==> config.mk <==
export PLATFORM = sky130hd
export DESIGN_NAME = lsq_mem_ctrl
export DESIGN_NICKNAME = d
export VERILOG_FILES = /design/src/rtl/lsq_mem_ctrl.sv
export SDC_FILE = /design/constraint.sdc
export NUM_CORES = 1
export LEC_CHECK = 0
export ABC_AREA = 1
export CAP_MARGIN = 20
export CORE_MARGIN = 2
export CORE_UTILIZATION = 30
export CTS_BUF_LIST = sky130_fd_sc_hd__clkbuf_4
export CTS_CLUSTER_DIAMETER = 100
export DETAILED_ROUTE_END_ITERATION = 16
export SYNTH_ARGS = -nofsm -noshare
export SYNTH_HDL_FRONTEND = slang
export SYNTH_SLANG_ARGS = --single-unit
==> constraint.sdc <==
create_clock -name clk -period 2.2 [get_ports clk]
set_input_delay 0.44 -clock clk [delete_from_list [all_inputs] [get_ports clk]]
set_output_delay 0.44 -clock clk [all_outputs]
set_load 0.03 [all_outputs]
==> src/rtl/lsq_mem_ctrl.sv <==
// rtl/lsq_mem_ctrl.sv - LSQ head memory sequencer: one access in flight, strict head order.
module lsq_mem_ctrl #(
    parameter int TAG_WIDTH  = 4,
    parameter int DATA_WIDTH = 32,
    parameter int MAX_WAIT   = 255
) (
    input  logic                  clk,
    input  logic                  rst,
    input  logic                  head_valid,
    input  logic                  head_is_load,
    input  logic [TAG_WIDTH-1:0]  head_tag,
    input  logic [DATA_WIDTH-1:0] head_addr,
    input  logic [DATA_WIDTH-1:0] head_data,
    input  logic                  store_commit,
    input  logic                  flush,
    output logic                  deq,
    output logic                  mem_req,
    output logic                  mem_we,
    output logic [DATA_WIDTH-1:0] mem_addr,
    output logic [DATA_WIDTH-1:0] mem_wdata,
    input  logic                  mem_ready,
    input  logic                  mem_rvalid,
    input  logic [DATA_WIDTH-1:0] mem_rdata,
    output logic                  wb_valid,
    output logic [TAG_WIDTH-1:0]  wb_tag,
    output logic [DATA_WIDTH-1:0] wb_data,
    output logic                  busy,
    output logic                  timeout_err
);
    localparam int CNT_WIDTH = $clog2(MAX_WAIT + 1);
    localparam logic [CNT_WIDTH-1:0] LAST_WAIT = CNT_WIDTH'(MAX_WAIT - 1);

    typedef enum logic [1:0] {IDLE, REQ, WAIT, WB} state_t;

    state_t                 state;
    logic                   lat_is_load;
    logic [TAG_WIDTH-1:0]   lat_tag;
    logic [CNT_WIDTH-1:0]   wait_cnt;
    logic                   drop;

    logic                   accept;
    logic                   squash;
    logic                   timed_out;

    assign accept    = head_valid && !flush && (head_is_load || store_commit);
    assign squash    = drop || flush;
    assign timed_out = (state == WAIT) && !mem_rvalid && (wait_cnt == LAST_WAIT);

    // Handshake-qualified outputs must react within the cycle, so they are
    // decoded from the registered state rather than registered themselves.
    assign mem_req  = (state == REQ) && !(flush && lat_is_load);
    assign mem_we   = (state == REQ) && !lat_is_load;
    assign wb_valid = (state == WB) && !flush;
    assign deq      = (mem_req && mem_ready && !lat_is_load) || wb_valid ||
                      (timed_out && !squash);
    assign busy     = (state != IDLE);

    always_ff @(posedge clk or negedge rst) begin
        if (!rst) begin
            state       <= IDLE;
            lat_is_load <= 1'b0;
            lat_tag     <= '0;
            mem_addr    <= '0;
            mem_wdata   <= '0;
            wb_tag      <= '0;
            wb_data     <= '0;
            wait_cnt    <= '0;
            drop        <= 1'b0;
            timeout_err <= 1'b0;
        end else begin
            case (state)
                IDLE: begin
                    drop <= 1'b0;
                    if (accept) begin
                        lat_is_load <= head_is_load;
                        lat_tag     <= head_tag;
                        mem_addr    <= head_addr;
                        mem_wdata   <= head_data;
                        state       <= REQ;
                    end
                end
                REQ: begin
                    // A committed store is architecturally retired, so flush cannot stop it.
                    if (flush && lat_is_load) begin
                        state <= IDLE;
                    end else if (mem_ready) begin
                        if (lat_is_load) begin
                            wait_cnt <= '0;
                            state    <= WAIT;
                        end else begin
                            state <= IDLE;
                        end
                    end
                end
                WAIT: begin
                    if (mem_rvalid) begin
                        drop <= 1'b0;
                        if (squash) begin
                            state <= IDLE;
                        end else begin
                            wb_tag  <= lat_tag;
                            wb_data <= mem_rdata;
                            state   <= WB;
                        end
                    end else if (wait_cnt == LAST_WAIT) begin
                        timeout_err <= 1'b1;
                        drop        <= 1'b0;
                        state       <= IDLE;
                    end else begin
                        wait_cnt <= wait_cnt + 1'b1;
                        if (flush) begin
                            drop <= 1'b1;
                        end
                    end
                end
                WB: begin
                    state <= IDLE;
                end
                default: begin
                    state <= IDLE;
                end
            endcase
        end
    end
endmodule

-- After elaboration in Yosys (flattened, before gate mapping)
Cells that the tools add are included.
- flip-flop bits (word level): 117
- bits of input ports: 108
- output and inout port bits: 106
- word-level logic and storage cells: 74
- add/subtract/negate cells: 1
- equality and inequality tests: 13
- mux-type cells: 18
- bitwise logic cells: 2
- reductions and logical operators: 30
- operator list (operator ; number):
    $mux 8 ; 5
    $pmux 8 s2 ; 1
    $mux 2 ; 7
    $ne 2x2->1 const B ; 6
    $logic_and 1x1->1 ; 11
    $reduce_and 3->1 ; 3
    $add 8x1->8 const B ; 1
    $eq 8x8->1 const B ; 1
    $pmux 2 s4 ; 1
    $ne 3x2->1 const B ; 2
    $reduce_and 6->1 ; 1
    $reduce_bool 2->1 ; 3
    $logic_not 1->1 ; 5
    $eq 2x2->1 const B ; 2
    $logic_or 1x1->1 ; 4
    $ne 4x3->1 const B ; 1
    $reduce_and 2->1 ; 2
    $mux 1 ; 3
    $eq 2x1->1 const B ; 1
    $logic_not 2->1 ; 1
    $not 1->1 ; 2
    $pmux 1 s2 ; 1

-- Longest topological paths before layout
- depth after elaboration: 7
- depth in mapped cells: 10
- mapped depth without buffers: 10

-- Worst setup path after synthesis
No wires, ideal clock.
- path type: flip-flop to output port
- start point: register wait_cnt[0]
- end point: output deq
- arrival: 1684 ps
- data required time: 1760 ps
- path slack: 76 ps
- stages on the path, launching flop included: 7
- buffers on the path: 0
- cell sequence: dfrtp_1 > inv_1 > ha_1 > inv_1 > nor2_1 > nand3_2 > o31ai_1
- word-level cells in the longest chain between the ends: 4
- ends and longest elaborated chain (item ; line ; RTL):
    start, declared ; 38 ; logic [CNT_WIDTH-1:0] wait_cnt;
    start signal, assigned ; 110 ; wait_cnt <= wait_cnt + 1'b1;
    $eq 8x8->1 ; 47 ; assign timed_out = (state == WAIT) && !mem_rvalid && (wait_cnt == LAST_WAIT);
    $logic_and 1x1->1 ; 47 ;
    $logic_and 1x1->1 ; 55 ; (timed_out && !squash);
    $logic_or 1x1->1 ; 54 ; assign deq = (mem_req && mem_ready && !lat_is_load) || wb_valid ||
    end, declared ; 16 ; output logic deq,
No other way between the ends.

-- Worst setup path after layout
Ends and elaborated chain as after synthesis.

==> impl_results.md <==
* Crit Path Class: reg2out
* Failing checks: negative setup slack
* Max Transition Viols Final at 0
* Commonest non-fill, non-tap cell in the layout: clkdlybuf4s50_1
* Cell-internal power at 6.32 mW
* Post-Route Setup TNS at -86.0 ps
* Psw at 4.47 mW
* RSZ-0062 raised after global routing: yes
* Min Clock Period, post-route at 2290 ps
* Sink Count at 117
* TritonCTS Buffers at 17
* Max VDD drop at roughly 0.71 mV
* Grt ovf at 0
* Share of cells above drive strength 1 at 0.0805
* Routability cong. at 0.821
* Port-buffer cells at 213
* Row count at 46
* Synth top area cells: dfrtp_1 (60%), nand2_1 (16%), o21ai_1 (7.0%), inv_1 (6.3%), buf_4 (1.7%)
* Final setup viols at 1
* Critical path startpoint: wait_cnt[0]
* Critical Path End Type: output pin
* Final hold slack at 446 ps
* Post-DP HPWL at 8970 µm
* Max clock buf depth at 2
* Critical path data required time at between 1500 and 2000 ps
* Worst EP arrival at approximately 1900 ps
* Die height at approximately 130 µm
* Ys Warns at 0
* DR pass1 iterations at 4
* Post-route ant nets at 0
* Netlist cell types at 27
* Power Density at 1420 nW/µm²
* Root cell of the clock tree: clkbuf_4
* Commonest cells after routing, fill and taps aside: clkdlybuf4s50_1 (207), nand2_1 (206), dfrtp_1 (117)
* Maxcap violations at 0
* Avg Cell Area, Syn at 8.67 µm²
* Final worst path period share at 1.04
* Synth Register Bits at 117
* WL final at about 13000 µm
* Wire length per cell at 12.6 µm
* GRT Util Overall at 0.153
* Switching part of the total at 0.414
* Worst-path clk slew at 110 ps
* # IOs at 214
* Global-route wire length before repair at 21400 µm
* Core area at 15900 µm²
* Layout Nets at 892
* R2R Path Start: state[1]
* Post-synth top area cell: dfrtp_1
* CP Max Fanout at 3
* Leakage at 3.75 nW
* Relative slew slack at 0.531
* Design area at 7610 µm²
* Area of the mapped netlist at 4870 µm²
* Fillers at about 1500
* TritonCTS clock tree: yes
* Initial core utilization at 0.307
* Antenna violations before repair at 2
* Vias/cell at 4.21
* Number of global-route vias before repair at 4360
* Clock network power share at 0.172
* Flop pwr share at 0.336
* P&R area growth vs syn at 56.3%
* Tightest Pin Transition at 703 ps
* Setup WS post-layout at -86.0 ps
* Vias after detailed routing at roughly 4300
* Clock skew at 12.2 ps
* 1st-iter DRT viols at approximately 180
* Hold Startpoint: mem_rdata[15]
* Status: finished with violations
* Final Hold Fails at 0
* Largest net degree at the start of global routing at roughly 140
* Die extent in x at 131 µm
* Max Clk Rate at 0.437 GHz
* Seq/Total Area, Yosys at 0.601
* Startpoint Class: flop
* H-tree Lvls at 4
* Top cell type's share of synthesized area at 0.601
* Placed cell areas at approximately 7200 µm²
* DRC at 0
* Post-Syn Nets at 672
* Cells after Synth at 562
* Die area at 17300 µm²
* Combinational share of power at 0.492
* Clk Latency, worst-skew pair at 510 ps
* Worst hold path type: in2reg
## final cells by class
class	instances	area [µm²]	area share
tap	216	270	0.0355
sequential	117	2930	0.385
clock inverter	11	181	0.0238
timing repair buffer	224	2230	0.292
antenna	2	5.00	0.000658
inverter	88	333	0.0437
clock buffer	21	158	0.0207
multi-input combinational	334	1510	0.198
## flip-flops by register name, summed over array words and instances (netlist names)
register	flops
timeout_err	1
lat_tag	4
wait_cnt	8
mem_wdata	32
drop	1
state	2
mem_addr	32
lat_is_load	1
wb_data	32
wb_tag	4
## through the flow
stage          cells  power (mW)  worst slack [ps]  utilization
2_1_floorplan    562        6.54              76.1            -
3_3_place_gp     974        8.89               176        0.453
3_5_place_dp     974        8.97               159        0.453
4_1_cts         1008        10.9              -182        0.476
5_1_grt         1012        11.5              -230        0.479
6_report        1013        10.8             -86.0        0.479
## metal layers
metal  track usage  wire, µm  vias to the layer above  part of all wire
met1         0.180      5350                     1921              0.42
met5             0         0                        -                 0
li1              -         -                     2167                 -
met3        0.0849      1350                       16              0.11
met4        0.0501       183                        0             0.014
met2         0.238      5880                      164              0.46
## what timing repair did
| item | CTS | global route |
|---|---|---|
| endpoints found under the setup margin | 3 | 3 |
| endpoints found under the hold margin | 81 | 0 |
| pin swaps | 1 | 3 |
| buffers inserted | 1 | 3 |
| resized for setup | 5 | 8 |
| hold buffers | 1 | 0 |
## logic make-up after synthesis
logic type,after synthesis,share of synthesized area
AO/OA/AOI/OAI,86,0.0909
adder cells (fa/ha/maj),2,0.00514
buffers and inverters,111,0.0992
flip-flops,117,0.601
AND/OR/NAND/NOR,246,0.204
## critical path, stage by stage (launching register included)
cell and delay (ps):
dfrtp_1 410, inv_2 100, ha_4 140, inv_2 40, nor2_4 110, nand3_4 100, o31ai_2 220, buf_4 200
## power groups by stage
stage / Combinational [mW] / Sequential (mW) / Clock (mW)
3_3_place_gp: 5.26 / 3.63 / 0
6_report: 5.30 / 3.62 / 1.86
3_5_place_dp: 5.31 / 3.65 / 0
2_1_floorplan: 1.21 / 5.33 / 0
4_1_cts: 5.34 / 3.63 / 1.93
5_1_grt: 5.67 / 3.74 / 2.04
## synthesized netlist by cell type (all sizes together)
library cell  instances
clkbuf                4
a21oi                 8
o21bai                3
nand2               207
nand3b                1
or2                   1
nor2                 19
o31ai                 1
inv                  86
ha                    2
clkinv                2
dfrtp               117
o211ai                1
buf                  19
o21ai                73
nor3                  1
nand4                 2
nand3                15
## worst paths after layout
check / cells past startpoint / slack [ps] / endpoint
worst max-delay path: 7 / -90 / deq
max in group asynchronous: 3 / 1130 / wb_data[18]
worst min-delay path: 3 / 450 / wb_data[15]
worst min register to register: 1 / 480 / timeout_err
min in group asynchronous: 3 / 480 / drop
worst max register to register: 5 / 640 / lat_tag[0]
Power figures use the tool's default switching activity.
